## config.mk

```make
export PLATFORM = sky130hd
export DESIGN_NAME = frame_stream_sequencer
export DESIGN_NICKNAME = d
export VERILOG_FILES = /design/src/rtl/skel_pkg.sv /design/src/rtl/frame_buffer.sv /design/src/rtl/frame_stream_sequencer.sv
export SDC_FILE = /design/constraint.sdc
export NUM_CORES = 2
export LEC_CHECK = 0
export CAP_MARGIN = 5
export CORE_ASPECT_RATIO = 1.1
export CORE_MARGIN = 2
export CORE_UTILIZATION = 40
export DETAILED_ROUTE_END_ITERATION = 10
export SYNTH_ARGS = -nofsm -noshare
export SYNTH_HDL_FRONTEND = slang
export SYNTH_SLANG_ARGS = --single-unit
```

## constraint.sdc

```tcl
create_clock -name clk -period 4.9 [get_ports clk]
set_input_delay 0.735 -clock clk [delete_from_list [all_inputs] [get_ports clk]]
set_output_delay 0.735 -clock clk [all_outputs]
set_load 0.005 [all_outputs]
```

## src/rtl/skel_pkg.sv

```systemverilog
// Shared types and constants for the frame stream sequencer and the kernel units it drives.
package skel_pkg;

  typedef enum logic [2:0] {
    IDLE,
    WRITE_PASS,
    READ_PASS,
    CHECK,
    DONE
  } seq_state_t;

  function automatic int unsigned frame_pixels(input int unsigned side);
    return side * side;
  endfunction

  localparam int unsigned FRAME_SIDE   = 8;
  localparam int unsigned FRAME_PIXELS = frame_pixels(FRAME_SIDE);
  localparam int unsigned ADDR_W       = 7;
  localparam int unsigned PIXEL_W      = 8;

  typedef logic [ADDR_W-1:0]  addr_t;
  typedef logic [PIXEL_W-1:0] pixel_t;

endpackage

```

## src/rtl/frame_buffer.sv

```systemverilog
// Frame RAM: one write port, two registered read ports (stream and host) with write-first bypass.
module frame_buffer #(
  parameter int unsigned AW = 7,
  parameter int unsigned PW = 8
) (
  input  logic          clk,
  input  logic          rst,
  input  logic          we,
  input  logic [AW-1:0] waddr,
  input  logic [PW-1:0] wdata,
  input  logic [AW-1:0] s_addr,
  output logic [PW-1:0] s_data,
  input  logic [AW-1:0] h_addr,
  output logic [PW-1:0] h_data
);

  localparam int unsigned DEPTH = 1 << AW;

  logic [PW-1:0] mem [DEPTH];

  // Contents survive reset so a partially processed frame stays readable.
  always_ff @(posedge clk) begin
    if (we) mem[waddr] <= wdata;
  end

  always_ff @(posedge clk) begin
    if (rst) begin
      s_data <= '0;
      h_data <= '0;
    end else begin
      s_data <= (we && (waddr == s_addr)) ? wdata : mem[s_addr];
      h_data <= (we && (waddr == h_addr)) ? wdata : mem[h_addr];
    end
  end

endmodule

```

## src/rtl/frame_stream_sequencer.sv

```systemverilog
// Broadcasts a buffered frame to the kernel units, captures their results, and iterates until stable.
module frame_stream_sequencer
  import skel_pkg::*;
#(
  parameter int unsigned N          = 8,
  parameter int unsigned bitSize    = 6,
  parameter int unsigned pixelWidth = 8,
  parameter int unsigned MAX_PASSES = 8
) (
  input  logic                            clk,
  input  logic                            rst,
  input  logic                            start,
  input  logic                            load_we,
  input  logic [bitSize:0]                load_addr,
  input  logic [pixelWidth-1:0]           load_data,
  input  logic [bitSize:0]                rd_addr,
  output logic [pixelWidth-1:0]           rd_data,
  output logic                            stream_we,
  output logic [bitSize:0]                stream_addr,
  output logic [pixelWidth-1:0]           stream_data,
  input  logic [pixelWidth-1:0]           result_pixel,
  input  logic                            result_harris,
  output logic                            busy,
  output logic                            done,
  output logic [$clog2(MAX_PASSES+1)-1:0] pass_count,
  output logic [bitSize+1:0]              corner_count
);

  localparam int unsigned AW     = bitSize + 1;
  localparam int unsigned PW     = pixelWidth;
  localparam int unsigned PCW    = $clog2(MAX_PASSES + 1);
  localparam int unsigned CCW    = bitSize + 2;
  localparam int unsigned PIXELS = frame_pixels(N);
  localparam logic [AW-1:0] LAST_ADDR = AW'(PIXELS - 1);

  seq_state_t     state_q, state_d;
  logic [AW-1:0]  addr_q, addr_d, addr_inc;
  logic           phase_q, phase_d;
  logic           changed_q, changed_d;
  logic [CCW-1:0] acc_q, acc_d;
  logic [PCW-1:0] pass_q, pass_d;
  logic [CCW-1:0] corner_q, corner_d;
  logic           we_q, busy_q, done_q;

  logic           buf_we;
  logic [AW-1:0]  buf_waddr;
  logic [PW-1:0]  buf_wdata;
  logic [PW-1:0]  stream_pix;

  // Stream port reads the upcoming address so its data lines up with the registered bus address.
  frame_buffer #(
    .AW(AW),
    .PW(PW)
  ) u_frame_buffer (
    .clk    (clk),
    .rst    (rst),
    .we     (buf_we),
    .waddr  (buf_waddr),
    .wdata  (buf_wdata),
    .s_addr (addr_d),
    .s_data (stream_pix),
    .h_addr (rd_addr),
    .h_data (rd_data)
  );

  always_ff @(posedge clk) begin
    if (rst) begin
      state_q   <= IDLE;
      addr_q    <= '0;
      phase_q   <= 1'b0;
      changed_q <= 1'b0;
      acc_q     <= '0;
      pass_q    <= '0;
      corner_q  <= '0;
      we_q      <= 1'b0;
      busy_q    <= 1'b0;
      done_q    <= 1'b0;
    end else begin
      state_q   <= state_d;
      addr_q    <= addr_d;
      phase_q   <= phase_d;
      changed_q <= changed_d;
      acc_q     <= acc_d;
      pass_q    <= pass_d;
      corner_q  <= corner_d;
      we_q      <= (state_d == WRITE_PASS);
      busy_q    <= (state_d != IDLE);
      done_q    <= (state_d == DONE);
    end
  end

  always_comb begin
    state_d   = state_q;
    addr_d    = addr_q;
    phase_d   = phase_q;
    changed_d = changed_q;
    acc_d     = acc_q;
    pass_d    = pass_q;
    corner_d  = corner_q;
    buf_we    = 1'b0;
    buf_waddr = load_addr;
    buf_wdata = load_data;
    addr_inc  = (addr_q == LAST_ADDR) ? addr_q : addr_q + AW'(1);

    case (state_q)
      IDLE: begin
        addr_d  = '0;
        phase_d = 1'b0;
        buf_we  = load_we;
        if (start) begin
          state_d  = WRITE_PASS;
          pass_d   = '0;
          corner_d = '0;
        end
      end

      WRITE_PASS: begin
        phase_d = ~phase_q;
        if (phase_q) begin
          if (addr_q == LAST_ADDR) begin
            state_d   = READ_PASS;
            addr_d    = '0;
            changed_d = 1'b0;
            acc_d     = '0;
          end else begin
            addr_d = addr_inc;
          end
        end
      end

      // Results are valid on the second cycle of each beat; capture and compare then.
      READ_PASS: begin
        phase_d = ~phase_q;
        if (phase_q) begin
          buf_we    = 1'b1;
          buf_waddr = addr_q;
          buf_wdata = result_pixel;
          if (result_pixel != stream_pix) changed_d = 1'b1;
          if (result_harris) acc_d = acc_q + CCW'(1);
          if (addr_q == LAST_ADDR) begin
            state_d  = CHECK;
            addr_d   = '0;
            pass_d   = pass_q + PCW'(1);
            corner_d = acc_d;
          end else begin
            addr_d = addr_inc;
          end
        end
      end

      CHECK: begin
        addr_d  = '0;
        phase_d = 1'b0;
        if (!changed_q || (pass_q == PCW'(MAX_PASSES))) state_d = DONE;
        else state_d = WRITE_PASS;
      end

      DONE: state_d = IDLE;

      default: state_d = IDLE;
    endcase
  end

  assign stream_we    = we_q;
  assign stream_addr  = addr_q;
  assign stream_data  = stream_pix;
  assign busy         = busy_q;
  assign done         = done_q;
  assign pass_count   = pass_q;
  assign corner_count = corner_q;

endmodule

```

Word level (Yosys, flattened, before mapping)
Memories as Yosys holds them, arrays and structs flattened. A register that Yosys moved wholly into a read port is not among the register bits.
Cells that the tools add are included.

word-level totals
  bits in writable memories = 1024
  bits in registers = 35
  logic and storage cells = 78
  memories kept = 1
  bits of input ports = 35
  output and inout bits = 38

memories
  name                words  width  rd ports  clocked after memory_dff  write ports  RTL line            text
  u_frame_buffer.mem  128    8      2         2                         1            frame_buffer.sv:19  logic [PW-1:0] mem [DEPTH];

cells by class
  reduce and logical (&&, ||, !) cells = 12
  bitwise logic cells = 1
  add/sub/neg operators = 3
  mux-type cells = 37
  eq/ne operators = 14

operators with widths
  cell                                                              count
  8-bit two-way mux                                                 9
  8-bit one-hot mux with 2 select lines                             2
  7-bit two-way mux                                                 4
  3-bit two-way mux                                                 6
  7-bit one-hot mux with 2 select lines                             1
  4-bit two-way mux                                                 3
  2-bit != test (second input constant)                             6
  3-bit one-hot mux with 4 select lines                             1
  8-bit by 1-bit adder with 8-bit output (second input constant)    1
  8-bit != test                                                     1
  4-bit one-hot mux with 2 select lines                             1
  4-bit AND reduction                                               2
  7-bit by 1-bit adder with 7-bit output (second input constant)    1
  7-bit by 6-bit == test with 1-bit output (second input constant)  1
  1-bit two-way mux                                                 7
  3-bit by 1-bit == test with 1-bit output (second input constant)  2
  3-bit by 2-bit == test with 1-bit output (second input constant)  2
  1-bit one-hot mux with 2 select lines                             3
  2-bit nonzero test                                                3
  5-bit AND reduction                                               1
  4-bit by 1-bit adder with 4-bit output (second input constant)    1
  4-bit == test (second input constant)                             1
  2-bit OR reduction                                                2
  3-bit == test (second input constant)                             1
  other kinds (5)                                                   5

Depth between registers and ports, before layout
  depth in word-level cells = 5
  mapped depth = 15
  gate-level depth less buffers = 10

Hierarchy
Synthesis repeated with hierarchy kept, for this count alone.

second synthesis, totals
  cell total of the unflattened synthesis = 3102
  area, all modules = 51912.3 µm²

modules (own cells, without submodules)
  module                  area each (µm²)  instances  cells an instance  seq. area each (µm²)
  frame_buffer            49881.6          1          2833               31069.8
  frame_stream_sequencer  2030.7           1          269                700.7

Worst setup path after synthesis
OpenSTA, ideal clock, no wires.

  path kind = register to register
  from = register phase_q
  to = memory u_frame_buffer.mem[0][0] (data pin)
  setup time = 485 ps
  stages on the path, launching flop included = 8
  required time = 4415 ps
  setup slack = 1381 ps
  path buffers = 4
  clock period less this slack = 3519 ps
  arrival time = 3034 ps
  cells stage by stage = dfxtp_1 buf_6 nor4bb_4 buf_6 buf_6 clkbuf_1 mux2i_1 inv_1

on the way
  cells in the longest elaborated chain, start to end = 2

RTL lines
  item                    RTL line                       text
  start, declared         frame_stream_sequencer.sv:38   logic phase_q, phase_d;
  start signal, assigned  frame_stream_sequencer.sv:81   phase_q <= phase_d;
  8-bit two-way mux       frame_stream_sequencer.sv:134  if (phase_q) begin
  8-bit two-way mux       frame_stream_sequencer.sv:105  case (state_q)
  net buf_wdata[0]        frame_stream_sequencer.sv:47   logic [PW-1:0] buf_wdata;
  end, declared           frame_buffer.sv:19

The timed path passes the listed nets, and every way through them passes these cells.

Worst setup path after layout
  from = register state_q[0]
  to = register u_frame_buffer.s_data[5], read port of u_frame_buffer.mem

on the way
  cells in the longest elaborated chain, start to end = 3
  elaborated cells between the ends (all ways) = 7
  classes of those cells = eq/ne (3); mux (1); reduce/logical (3)

RTL lines
  item                                                              RTL line                       text
  start, declared                                                   frame_stream_sequencer.sv:36   seq_state_t state_q, state_d;
  start signal, assigned                                            frame_stream_sequencer.sv:79   state_q <= state_d;
  3-bit by 2-bit == test with 1-bit output (tied with other cells)  frame_stream_sequencer.sv:105
  2-bit OR reduction (no source line)                               n/a
  7-bit one-hot mux with 2 select lines *                           frame_stream_sequencer.sv:105
  end, declared                                                     frame_buffer.sv:12             output logic [PW-1:0] s_data,

Mark *: on every way between the ends. The rest lies on a longest branch, timed or not.
A chain may end at the register's enable or synchronous reset.

==> metrics.csv <==
stage,metric,value,unit
sta,report.final.slew_viol_count,0,
global_route,grt_max_degree,113,
synthesis,synthFlopType,edfxtp_1,
clock_network,cts_max_level,3,
placed_design,postPlaceCellArea,54920,µm²
critical_path,cp-start-kind,flop,
critical_path,cp_max_fo,38,
critical_path,max_stage_delay,0.81,ns
global_route,grt_pass1_vias,34120,
floorplanning,core,127000,µm²
synthesis,synth.distinct_cells,87,
final_layout,nets,3587,
clock_network,clockRootBuffer,clkbuf_16,
final_layout,final_cell_mix,"edfxtp_1 (1,024), nand2_1 (400), mux4_2 (343)",
global_route,grt_pass1_wl,253.3,mm
clock_network,numClockSinks,1075,
critical_path,ff2ff_path_depth,10,
final_layout,final_cells,5305,
placed_design,port_buffers,72,
power,static-leakage-power,18.64,nW
final_layout,fin_area,58600,µm²
worst_hold_path,worstHoldPathType,reg2reg,
routing,viasPerCell,6.699,
global_route,antenna_found_initial,4,
routing,drtAntennaViolNets,0,
critical_path,rr_endpoint,u_frame_buffer.s_data[5]$_SDFF_PP0_,
critical_path,reg2reg_setup_slack,0.40,ns
placed_design,gp_congestion,0.9949,
final_layout,syn_to_final_growth,14.39,%
routing,first_pass_iters,6,
final_layout,drive_gt1_share,22.63,%
sta,whs,0.4882,ns
placed_design,dp_cells,5108,
placed_design,hpwl,117.8,mm
run_status,status,"finished, final reports clean",
power,peakVddDrop,0.2582,mV
floorplanning,dieArea,130900,µm²
routing,num_vias,35540,
clock_network,clk_latency,0.73,ns
clock_network,cts_buffer_depth,3,
sta,fin_crit_sh,91.82,%
power,power,0.02023,W
sta,post-route-min-period,4.499,ns
synthesis,syn_inst,3403,
synthesis,syn_area_per_cell,15.05,µm²
critical_path,rr_startpoint,state_q[0]$_SDFF_PP0_,
global_route,gr-total-overflow,0,
synthesis,ys_seq_area_share,62.02,%
critical_path,crit_end,u_frame_buffer.s_data[5]$_SDFF_PP0_,
sta,hold_violations,0,
floorplanning,die_h,379.3,µm
floorplanning,dieWidth,345.2,µm
synthesis,synth_seq_cells,1075,
sta,rsz0062_at_grt,false,
routing,drc,0,
clock_network,cts_buffers,105,
routing,wl_per_cell,33.55,µm
critical_path,crit_chain,xor2_4 > a22oi_4 > nand2_4 > buf_4 > a2111oi_1 > a211oi_1 > o21ai_0 > nand2_1 > nor4_1 > a2111oi_1,
critical_path,cp.arrival,5.06,ns
critical_path,end_kind,flop,
flow_run,drv_cap,0,
worst_hold_path,min_from,changed_q$_SDFFE_PP0P_,
routing,routed_wl,178.0,mm
power,p_per_area,345.2,nW/µm²
sta,worstMarginPinSlew,1.271,ns
final_layout,final_common_cell,edfxtp_1,
critical_path,critPathLaunch,state_q[0]$_SDFF_PP0_,
critical_path,worstSetupPathType,reg2reg,
critical_path,cp_slowest_cell,a2111oi_1,
sta,setup_viol,0,
synthesis,yosys_warnings,0,
sta,setup-tns-final,0,ns
synthesis,synth_edf_count,1024,
sta,clock_skew,0.02577,ns
critical_path,cp.required,5.46,ns
synthesis,async_flop_share,0,%
critical_path,path_common_cell,a2111oi_1,
routing,drtIter0Drc,5775,
floorplanning,rows,137,
global_route,grt_use_total,26.78,%
sta,clock.fmax,0.2223,GHz
synthesis,syn-num-nets,3442,
floorplanning,io_pins,73,
clock_network,clkSlewWorstSetupHoldPaths,0.07,ns
sta,slew_headroom,15.27,%
floorplanning,floorplan.initialDensity,40.33,%
synthesis,synth_area,51230,µm²
clock_network,cts_tree,done,
## cells by family after synthesis
family / after synthesis / share of synthesized area (%)
AOI/OAI and AO/OA: 667 / 9.538
xor gates and xnor gates: 34 / 0.6326
adders and majority gates: 4 / 0.09770
buffers and inverters: 313 / 3.317
DFF: 1075 / 62.02
muxes: 417 / 16.55
and+or+nand+nor: 893 / 7.845
## where the power goes
group | switching [W] | total (W) | internal, W | leakage [nW]
registers | 0.0000271 | 0.0101 | 0.0101 | 9.62
clock network | 0.00363 | 0.00872 | 0.00510 | 1.78
logic | 0.000862 | 0.00140 | 0.000535 | 7.23
## through the flow
step / setup slack, ns / utilization, %
6_report: 0.4006 / 46.14
5_1_grt: 0.4516 / 46.13
4_1_cts: 0.5142 / 46.13
3_5_place_dp: 0.5174 / 43.24
3_3_place_gp: 0.5553 / 43.24
2_1_floorplan: 1.381 / -
## final cells by class
class                   instances  area [µm²]
diodes                          1       2.502
well taps                    1668        2087
fillers                     10930       68420
multi-input cells            2015       17830
clock buffers                 131        2820
clock inverters                64       850.8
flip-flops and latches       1075       31770
inverters                      16       77.57
repair buffers                335        3158
## worst min-delay path by stage
stage / end / slack (ns) / cells past startpoint
after detailed placement: changed_q$_SDFFE_PP0P_ / 0.47 / 2
after global placement: changed_q$_SDFFE_PP0P_ / 0.46 / 2
after CTS: changed_q$_SDFFE_PP0P_ / 0.48 / 2
after floorplan: changed_q$_SDFFE_PP0P_ / 0.45 / 2
after global routing: changed_q$_SDFFE_PP0P_ / 0.51 / 2
final: changed_q$_SDFFE_PP0P_ / 0.49 / 2
## synthesized netlist by cell type, drive strengths merged, types with 6 or more instances
cell type	n	share of area [%]
o21ai	33	0.32
o221ai	65	1.1
clkbuf	113	0.83
nor2	201	1.5
and2	7	0.090
xnor2	22	0.39
nand2	402	3.0
xor2	12	0.24
mux2i	70	1.4
mux4	343	15
o22ai	198	2.4
nand4	27	0.33
a22oi	17	0.28
nor4	8	0.098
a21oi	83	0.83
inv	16	0.12
nor3	38	0.42
a31oi	21	0.26
nand3	129	1.3
buf	184	2.4
nor4b	7	0.18
a2111oi	23	0.43
a21boi	7	0.10
a211oi	28	0.41
a32oi	121	2.1
nor2b	15	0.18
dfxtp	51	2.0
edfxtp	1024	60
o211ai	13	0.22
a211o	12	0.21
and3	32	0.39
a221oi	15	0.27
or4	6	0.088
## routing by layer
layer / vias up / global-route usage (%) / wire, µm
met5: - / 0 / 0
met4: 0 / 12.74 / 9267
met3: 415 / 6.287 / 21360
met2: 2648 / 42.12 / 82090
met1: 18180 / 35.24 / 65280
li1: 14300 / - / -
## worst max-delay path, delay by kind of cell, from the launching register on
kind / cells / cell delay [ns]
DFF: 1 / 0.70
xor gates and xnor gates: 1 / 0.24
AOI/OAI and AO/OA: 5 / 1.62
and+or+nand+nor: 3 / 1.27
buffers and inverters: 1 / 0.42
## repair_timing
action / 4_1_cts / 5_1_grt
resized for setup: 0 / 1
hold buffers: 0 / 0
setup buffers: 0 / 0
setup endpoints to repair: 0 / 1
## sequential cells by signal (all words and copies together) (netlist names)
register	cells
busy	1
u_frame_buffer.mem	1024
phase_q	1
done	1
u_frame_buffer.s_data	8
stream_addr	7
u_frame_buffer.h_data	8
changed_q	1
corner_count	8
acc_q	8
state_q	3
pass_count	4
stream_we	1
Note: power is estimated with default switching activity, not from simulation.
